## config.mk

```make
export PLATFORM = sky130hd
export DESIGN_NAME = multiplier_radix_taint_track
export DESIGN_NICKNAME = d
export VERILOG_FILES = /design/src/rtl/multiplier_taint_pkg.sv /design/src/rtl/multiplier_radix_control_taint_track.sv /design/src/rtl/multiplier_radix_taint_track.sv
export SDC_FILE = /design/constraint.sdc
export NUM_CORES = 1
export LEC_CHECK = 0
export BUFFER_PORTS_ARGS = -buffer_cell sky130_fd_sc_hd__buf_2
export CORE_MARGIN = 2
export CORE_UTILIZATION = 40
export DETAILED_ROUTE_END_ITERATION = 8
export PLACE_DENSITY = 0.65
export SYNTH_ARGS = -nofsm -noshare
export SYNTH_HDL_FRONTEND = slang
export SYNTH_SLANG_ARGS = --single-unit
```

## constraint.sdc

```tcl
create_clock -name clk -period 12.55 [get_ports clk]
set_input_delay 2.51 -clock clk [delete_from_list [all_inputs] [get_ports clk]]
set_output_delay 2.51 -clock clk [all_outputs]
set_load 0.005 [all_outputs]
```

## src/rtl/multiplier_taint_pkg.sv

```systemverilog
// Shared types and helpers for the radix multiplier with taint tracking.
// Holds the controller state encoding and the upward taint-spread helper.
package multiplier_taint_pkg;

   // Controller states: IDLE waits for start, LOAD captures operands,
   // RUN retires one multiplier digit per cycle, DONE pulses completion.
   typedef enum logic [1:0] {
      IDLE = 2'd0,
      LOAD = 2'd1,
      RUN  = 2'd2,
      DONE = 2'd3
   } mult_state_e;

   // Widest taint vector the spread helper handles; callers zero-extend
   // into this width and truncate the result back to their own width.
   localparam int TAINT_W_MAX = 256;

   // Sets the lowest set bit and every bit above it. v | -v works because
   // two's-complement negation keeps the lowest set bit and inverts all
   // higher bits, so the OR fills everything from that bit upward.
   function automatic logic [TAINT_W_MAX-1:0] taint_spread_up(
      input logic [TAINT_W_MAX-1:0] v
   );
      return v | (-v);
   endfunction

endpackage

```

## src/rtl/multiplier_radix_control_taint_track.sv

```systemverilog
// Controller for the radix multiplier: FSM, digit counter and control taint.
// Optional build macro: STATE_TAINT_KILL_EN (lets state_t_kill clear the
// control taint while idle; without it the control taint is sticky).
//
// Handshake: start is a single-cycle request sampled only in IDLE; any start
// seen in LOAD, RUN or DONE is dropped (no queueing). product_done is a
// one-cycle pulse in DONE; busy is high from LOAD through DONE.
module multiplier_radix_control_taint_track
   import multiplier_taint_pkg::*;
#(
   parameter int N  = 16,
   parameter int CW = 5
) (
   input  logic          clk,
   input  logic          rst,
   input  logic          start,
   input  logic          start_t,
   input  logic          state_t_kill,
   output mult_state_e   state,
   output logic [CW-1:0] count,
   output logic          busy,
   output logic          busy_t,
   output logic          product_done,
   output logic          product_done_t
);

   logic ctrl_t;

   // FSM, digit counter, registered busy/done and the control taint register.
   always_ff @(posedge clk or posedge rst) begin
      if (rst) begin
         state        <= IDLE;
         count        <= '0;
         busy         <= 1'b0;
         product_done <= 1'b0;
         ctrl_t       <= 1'b0;
      end else begin
         case (state)
            IDLE: begin
               product_done <= 1'b0;
               if (start) begin
                  state <= LOAD;
                  busy  <= 1'b1;
`ifdef STATE_TAINT_KILL_EN
                  ctrl_t <= start_t;
`else
                  ctrl_t <= ctrl_t | start_t;
`endif
               end else begin
`ifdef STATE_TAINT_KILL_EN
                  if (state_t_kill) begin
                     ctrl_t <= 1'b0;
                  end
`else
                  // Kill has no effect in this build: the term is absorbed
                  // by ctrl_t, so the taint stays sticky until reset.
                  ctrl_t <= ctrl_t | (state_t_kill & ctrl_t);
`endif
               end
            end
            LOAD: begin
               state <= RUN;
               count <= '0;
            end
            RUN: begin
               if (count == CW'(N - 1)) begin
                  state        <= DONE;
                  count        <= '0;
                  product_done <= 1'b1;
               end else begin
                  count <= count + 1'b1;
               end
            end
            DONE: begin
               state        <= IDLE;
               busy         <= 1'b0;
               product_done <= 1'b0;
            end
            default: begin
               state <= IDLE;
            end
         endcase
      end
   end

   // Status taints: follow the control taint while the status is asserted,
   // and report it directly while idle.
   always_comb begin
      busy_t         = (busy & ctrl_t) | ((state == IDLE) & ctrl_t);
      product_done_t = (product_done & ctrl_t) | ((state == IDLE) & ctrl_t);
   end

endmodule

```

## src/rtl/multiplier_radix_taint_track.sv

```systemverilog
// Constant-time unsigned radix-2^DIGIT multiplier with bitwise taint
// tracking of operands into the product. The datapath lives here; sequencing
// and control taint live in multiplier_radix_control_taint_track.
// Optional build macro: STATE_TAINT_KILL_EN (see the controller).
module multiplier_radix_taint_track
   import multiplier_taint_pkg::*;
#(
   parameter int WIDTH = 32,
   parameter int DIGIT = 2
) (
   input  logic                 clk,
   input  logic                 rst,
   input  logic                 start,
   input  logic                 start_t,
   input  logic                 state_t_kill,
   input  logic [WIDTH-1:0]     multiplier,
   input  logic [WIDTH-1:0]     multiplier_t,
   input  logic [WIDTH-1:0]     multiplicand,
   input  logic [WIDTH-1:0]     multiplicand_t,
   output logic [2*WIDTH-1:0]   product,
   output logic [2*WIDTH-1:0]   product_t,
   output logic                 busy,
   output logic                 busy_t,
   output logic                 product_done,
   output logic                 product_done_t
);

   localparam int N  = WIDTH / DIGIT;
   localparam int CW = (N > 1) ? $clog2(N) : 1;
   // One spare bit above the product so the running sum can never wrap.
   localparam int SW = 2 * WIDTH + 1;

   generate
      if (WIDTH % DIGIT != 0) begin : g_bad_digit
         $error("WIDTH must be a multiple of DIGIT");
      end
      if (SW > TAINT_W_MAX) begin : g_bad_width
         $error("2*WIDTH+1 exceeds TAINT_W_MAX");
      end
   endgenerate

   mult_state_e      state;
   logic [CW-1:0]    count;
   logic [WIDTH-1:0] mplier;
   logic [WIDTH-1:0] mplier_t;
   logic [WIDTH-1:0] mcand;
   logic [WIDTH-1:0] mcand_t;
   logic [SW-1:0]    sum;
   logic [SW-1:0]    sum_t;
   logic [SW-1:0]    add_term;
   logic [SW-1:0]    step_t;
   int               shift;

   multiplier_radix_control_taint_track #(
      .N  (N),
      .CW (CW)
   ) u_ctrl (
      .clk            (clk),
      .rst            (rst),
      .start          (start),
      .start_t        (start_t),
      .state_t_kill   (state_t_kill),
      .state          (state),
      .count          (count),
      .busy           (busy),
      .busy_t         (busy_t),
      .product_done   (product_done),
      .product_done_t (product_done_t)
   );

   // Partial product for the current digit and its conservative taint. The
   // taint ignores operand values so it cannot leak data through timing or
   // shape: a tainted digit taints everything from its weight upward, and
   // otherwise the shifted multiplicand taint is spread upward for carries.
   always_comb begin
      shift    = int'(count) * DIGIT;
      add_term = ({{(SW - WIDTH){1'b0}}, mcand} *
                  {{(SW - DIGIT){1'b0}}, mplier[DIGIT-1:0]}) << shift;
      if (|mplier_t[DIGIT-1:0]) begin
         step_t = SW'(taint_spread_up(TAINT_W_MAX'({{(SW - 1){1'b0}}, 1'b1} << shift)));
      end else begin
         step_t = SW'(taint_spread_up(TAINT_W_MAX'({{(SW - WIDTH){1'b0}}, mcand_t} << shift)));
      end
   end

   // Operand capture in LOAD, one digit accumulated per RUN cycle; the add
   // happens even for a zero digit so every operation takes the same time.
   always_ff @(posedge clk or posedge rst) begin
      if (rst) begin
         mplier   <= '0;
         mplier_t <= '0;
         mcand    <= '0;
         mcand_t  <= '0;
         sum      <= '0;
         sum_t    <= '0;
      end else if (state == LOAD) begin
         mplier   <= multiplier;
         mplier_t <= multiplier_t;
         mcand    <= multiplicand;
         mcand_t  <= multiplicand_t;
         sum      <= '0;
         sum_t    <= '0;
      end else if (state == RUN) begin
         sum      <= sum + add_term;
         sum_t    <= sum_t | step_t;
         mplier   <= mplier >> DIGIT;
         mplier_t <= mplier_t >> DIGIT;
      end
   end

   // The sum is untouched outside LOAD/RUN, so the result holds until the
   // next LOAD clears it.
   always_comb begin
      product   = sum[2*WIDTH-1:0];
      product_t = sum_t[2*WIDTH-1:0];
   end

endmodule
```

==> reports/metrics.yaml, run 1 <==
outcome:
  status: "complete, no violations"
floorplan:
  core_sq_um: 51300
  initial_core_util: 0.405
  rows: 83
  die_y_um: 232
  die_width_um: 232
  die_area_sq_um: 53700
  ios: 265
route:
  drt_iter0_drc: 1721
  viasPerCell: 5.97
  avgRoutedWirePerCell_um: 21.0
  postRouteAntennaNets: 0
  remaining_drc_errors: 0
  dr.pass1.iters: 6
  routed_wl_mm: 67.7
  vias: 19300
clock_tree:
  cts_resized: 0
  clkSinkCount: 265
  cts_hold_buf: 0
  cts_tree: "done"
  clk_latency_ns: 0.55
  numCtsBuffers: 34
  cts_setup_buffers: 0
  clockBufferDepth: 3
  cts.htree.levels: 2
  cts.clk_slew.worst_paths_ns: 0.06
  clockRootBuffer: "clkbuf_16"
synth:
  syn_avg_cell_area_sq_um: 8.79
  ys_seq_area_frac: 0.319
  yosysMostFrequentCell: "dfrtp_1"
  ys_types: 82
  syn_inst: 2361
  synthTopCellsByArea: "dfrtp_1 (32%), ha_1 (6.8%), a21oi_1 (6.0%), mux2i_1 (5.1%), nor2_1 (4.5%)"
  yosys_register_bits: 265
  synth_top_area_cell: "dfrtp_1"
  synth_area_sq_um: 20800
  synth_edf_count: 0
  synth_top_area_share: 0.319
  synth_fp_nets: 2609
  synth_warnings: 0
  synth_ff_type: "dfrtp_1"
  synthTopCellsByCount: "dfrtp_1 (265), nor2_1 (251), a21oi_1 (247)"
  async_flop_share: 1.00
sta:
  period_share: 0.634
  setup_viol: 0
  fin_skew_ns: 0.0203
  worst_slew_pin_slew_ns: 1.16
  finalCriticalPeriod_ns: 7.96
  hold_viol: 0
  tns_ns: 0
  slew_violations: 0
  timing.fmax_ghz: 0.126
  rsz0062_at_grt: "no"
  relSlewSlack: 0.227
final_layout:
  fillers: 5069
  nets: 2774
  drive_gt1_frac: 0.191
  area_growth_pct: 14.3
setup_path:
  crit_type: "reg2reg"
  setup.worst_path.end_class: "flip-flop"
  cp-start-kind: "flip-flop"
  cp.required_ns: 12.97
  critical_path.max_fanout: 35
  arrival_ns: 8.38
run:
  maxCapViolations: 0
global_routing:
  grt_pass1_vias: 18100
  grt_pass1_wl_mm: 105
  grt_use_total: 0.245
  overflow: 0
  grt_antenna_before_repair: 7
  grt_max_degree: 164
placement:
  hpwl_mm: 51.1
  port_buffers: 263
  gp_congestion: 0.926
hold_path:
  hold_path_class: "reg2reg"
cells in the final DEF (no fill, tap or decap), types with 19 or more instances in the layout:
master	synthesis	final
a211oi_1	31	31
a21o_1	47	47
a21oi_1	247	247
a22o_1	58	58
a31oi_1	33	33
and2_1	85	85
and3_1	20	20
buf_2	7	263
clkbuf_16	0	34
dfrtp_1	265	261
ha_1	113	111
inv_1	51	50
mux2_2	78	78
mux2i_1	106	106
mux4_2	39	39
nand2_1	184	184
nand3_1	34	34
nand4_1	21	21
nor2_1	251	249
nor3_1	39	38
o211ai_1	24	24
o21a_1	24	24
o21ai_0	130	130
o21bai_1	24	24
o22ai_1	19	19
xnor2_1	50	50
xor2_1	34	34
critical path, cell delays in order (launching register included):
cell and delay [ns]:
dfrtp_1 0.95, and2_1 0.24, ha_1 0.19, inv_1 0.06, fa_1 0.39, nor2b_1 0.17
o31a_1 0.22, o22ai_1 0.15, o21a_1 0.25, o32ai_1 0.61, nor4b_1 0.12, a211o_1 0.35
mux2_2 0.32, mux2i_1 0.39, o2bb2ai_1 0.18, ha_1 0.46, nand4_1 0.21, or4_1 0.51
o221a_2 0.30, a21oi_1 0.35, a41oi_1 0.40, o21ai_0 0.62, nor2_1 0.11, a211o_1 0.28
layout make-up:
type,count,area [sq um],area share
multi-input cells,1888,13400,0.563
flip-flops and latches,265,6640,0.280
repair buffers,281,1460,0.0617
clock buffers,44,948,0.0400
well taps,680,851,0.0359
clock inverters,14,245,0.0103
inverters,56,218,0.00918
diodes,1,2.50,0.000105
final timing paths:
check	start	endpoint	slack [ns]	cells after the start
max in group asynchronous	rst	u_ctrl.count[0]	8.87	3
max	mplier[0]	sum[58]	4.59	23
max reg2reg	mplier[0]	sum[58]	4.59	23
min in group asynchronous	rst	mplier_t[20]	2.06	2
min reg2reg	sum_t[27]	sum_t[27]	0.49	1
min	sum_t[27]	sum_t[27]	0.49	1
through the flow:
step | util | cells | hold slack, ns | instance area (sq um) | worst slack (ns)
after floorplan | - | 2361 | 0.465 | 20800 | 2.74
after global placement | 0.439 | 3170 | 0.473 | 22500 | 4.87
after detailed placement | 0.439 | 3170 | 0.479 | 22500 | 4.76
after CTS | 0.462 | 3228 | 0.492 | 23700 | 4.71
after global routing | 0.462 | 3228 | 0.518 | 23700 | 3.92
final | 0.462 | 3229 | 0.490 | 23700 | 4.59
flip-flops by register name, summed over array words and instances, names as in the netlist, 2 cells and up:
name and cells:
u_ctrl.count 4, mcand 32, mcand_t 32, u_ctrl.state 2
sum_t 64, mplier 32, mplier_t 32, sum 64
per-layer routing:
metal	vias up	routed length, um	track usage
met4	10	1650	0.0713
met2	780	29500	0.367
met5	-	56	0
met3	107	5140	0.0470
li1	9082	-	-
met1	9310	31400	0.358
kinds of logic after synthesis:
group | after synthesis | synth area share
mux | 225 | 0.138
flops | 265 | 0.319
compound gates | 768 | 0.242
fa+ha+maj | 115 | 0.0700
xor+xnor | 84 | 0.0354
buf+inv | 208 | 0.0397
simple gates | 696 | 0.156
Power of run 1 is left out: the tool's default activity adds up to more than one toggle a clock period on the data nets, which glitch-free logic cannot reach.
==> run 2: changes to the inputs <==
- clock period: 12.55 -> 8.3 ns (I/O delays scaled with it)
==> reports/metrics.yaml, run 2 (same netlist as run 1, synthesis figures left out) <==
outcome:
  status: "complete, no violations"  # unchanged
final_layout:
  final_util: 0.463  # was 0.462
  layout_common_cells: "buf_2 (263), dfrtp_1 (260), nor2_1 (249)"  # was buf_2 (263), dfrtp_1 (261), nor2_1 (249)
  layout_commonest_cell: "buf_2"  # unchanged
  fillers: 5023  # was 5,069
  area_growth_pct: 14.4  # was 14.3%
  regArea_sq_um: 6640  # about the same
  drive_gt1_frac: 0.193  # was 0.191
  multi_input_area_sq_um: 13400  # unchanged
  top_regs: "sum: 64 flops, sum_t: 64 flops"  # unchanged
  nets: 2781  # was 2,774
setup_path:
  crit_type: "reg2reg"  # unchanged
  cp_cell_sequence: "and2_1 > ha_1 > inv_1 > fa_1 > nor2b_1 > o31a_1 > o22ai_1 > o21a_1 > o32ai_1 > nor4b_1 > a211o_1 > a22oi_1 > mux2i_1 > a22o_1 > ha_1 > nand4_1 > or4_1 > o221a_2 > a21oi_1 > a41oi_1 > buf_4 > o21ai_1 > nor2_1 > a211o_1"  # was and2_1 > ha_1 > inv_1 > fa_1 > nor2b_1 > o31a_1 > o22ai_1 > o21a_1 > o32ai_1 > nor4b_1 > a211o_1 > mux2_2 > mux2i_1 > o2bb2ai_1 > ha_1 > nand4_1 > or4_1 > o221a_2 > a21oi_1 > a41oi_1 > o21ai_0 > nor2_1 > a211o_1
  worstReg2RegEnd: "sum[58]"  # unchanged
  worst-path-buf-inv: 2  # was 1
  arrival_ns: 7.92  # was 8.38 ns
  cp_top_family: "compound AO/OA/AOI/OAI gates"  # unchanged
  critical_path.max_fanout: 25  # was 35
  r2r_slack_ns: 0.81  # was 4.59 ns
  cp.required_ns: 8.73  # was 12.97 ns
  cp_slowest_stage_delay_ns: 0.75  # was 0.95 ns
  crit_path_start: "mplier[0]"  # unchanged
  r2r_cells: 24  # was 23
  slowest_stage: "dfrtp_1"  # unchanged
  reg2reg_from: "mplier[0]"  # unchanged
  cp-start-kind: "flip-flop"  # unchanged
  setup.worst_path.end_class: "flip-flop"  # unchanged
floorplan:
  die_y_um: 232  # unchanged
  core_sq_um: 51300  # unchanged
  die_width_um: 232  # unchanged
  initial_core_util: 0.405  # unchanged
  die_area_sq_um: 53700  # unchanged
  ios: 265  # unchanged
  rows: 83  # unchanged
sta:
  fin_skew_ns: 0.0328  # was 0.0203 ns
  fin_ws_ns: 0.807  # was 4.59 ns
  timing.fmax_ghz: 0.133  # was 0.126 GHz
  setup_viol: 0  # unchanged
  slew_violations: 0  # unchanged
  relSlewSlack: 0.221  # was 0.227
  worst_slew_pin_slew_ns: 1.17  # was 1.16 ns
  hold_viol: 0  # unchanged
  rsz0062_at_grt: "no"  # unchanged
  finalCriticalPeriod_ns: 7.49  # was 7.96 ns
  period_share: 0.903  # was 0.634
  tns_ns: 0  # unchanged
placement:
  hpwl_mm: 50.9  # was 51.1 mm
  gp_congestion: 0.964  # was 0.926
  port_buffers: 263  # unchanged
  dp_slack_ns: 0.690  # was 4.76 ns
route:
  viasPerCell: 5.92  # was 5.97
  avgRoutedWirePerCell_um: 20.8  # was 21.0 um
  remaining_drc_errors: 0  # unchanged
  dr.pass1.iters: 5  # was 6
  vias: 19200  # was 19.3k
  routed_wl_mm: 67.5  # was 67.7 mm
  drt_iter0_drc: 1854  # was 1,721
  postRouteAntennaNets: 0  # unchanged
clock_tree:
  cts_hold_buf: 0  # unchanged
  numCtsBuffers: 34  # unchanged
  clockBufferDepth: 3  # unchanged
  clkSinkCount: 265  # unchanged
  cts_tree: "done"  # unchanged
  cts_setup_buffers: 0  # unchanged
  cts.htree.levels: 2  # unchanged
  cts.clk_slew.worst_paths_ns: 0.06  # about the same
  cts_resized: 0  # unchanged
  clk_latency_ns: 0.57  # was 0.55 ns
  clockRootBuffer: "clkbuf_16"  # unchanged
global_routing:
  grt_pass1_wl_mm: 104  # was 105 mm
  grt_antenna_before_repair: 9  # was 7
  grt_pass1_vias: 18200  # was 18.1k
  overflow: 0  # unchanged
  grt_max_degree: 153  # was 164
  grt_use_total: 0.245  # about the same
run:
  maxCapViolations: 0  # unchanged
hold_path:
  holdPathStages: 2  # was 1
  hold_path_class: "reg2reg"  # unchanged
  hold_start: "sum_t[18]"  # was sum_t[27]
  min_to: "sum_t[18]"  # was sum_t[27]
-- run 2: metrics by stage --
step,hold slack (ns),cell area (sq um),instances
floorplan,0.465,20800,2361
global placement,0.473,22600,3177
global route,0.508,23800,3239
detailed placement,0.474,22600,3177
finish,0.490,23800,3243
CTS,0.488,23700,3239
-- run 2: layer usage --
layer	share of wire	wire [um]	global-route usage
met3	0.083	5580	0.0635
met2	0.44	29500	0.365
met4	0.027	1800	0.0747
met5	0.0011	77	0
met1	0.45	30600	0.348
-- run 2: worst max path at each step --
stage               to  cells past startpoint
6_report       sum[58]                     24
5_1_grt        sum[58]                     26
4_1_cts        sum[58]                     24
3_5_place_dp   sum[58]                     24
3_3_place_gp   sum[58]                     24
2_1_floorplan  sum[58]                     25
-- run 2: cell type report --
class	count	area share
multi-input combinational	1888	0.562
sequential	265	0.280
timing repair buffer	288	0.0638
clock buffer	46	0.0394
tap	680	0.0358
clock inverter	16	0.0101
inverter	56	0.00900
antenna	4	0.000421
-- run 2: worst register-to-register path, cell delays in order (launching register included) --
cell     delay [ns]
dfrtp_1        0.75
and2_1         0.23
ha_1           0.20
inv_1          0.07
fa_1           0.40
nor2b_1        0.17
o31a_1         0.21
o22ai_1        0.16
o21a_1         0.25
o32ai_1        0.58
nor4b_1        0.14
a211o_1        0.37
a22oi_1        0.44
mux2i_1        0.22
a22o_1         0.24
ha_1           0.39
nand4_1        0.19
or4_1          0.51
o221a_2        0.30
a21oi_1        0.38
a41oi_1        0.20
buf_4          0.19
o21ai_1        0.40
nor2_1         0.09
a211o_1        0.28
Power of run 2 is left out for the same reason.
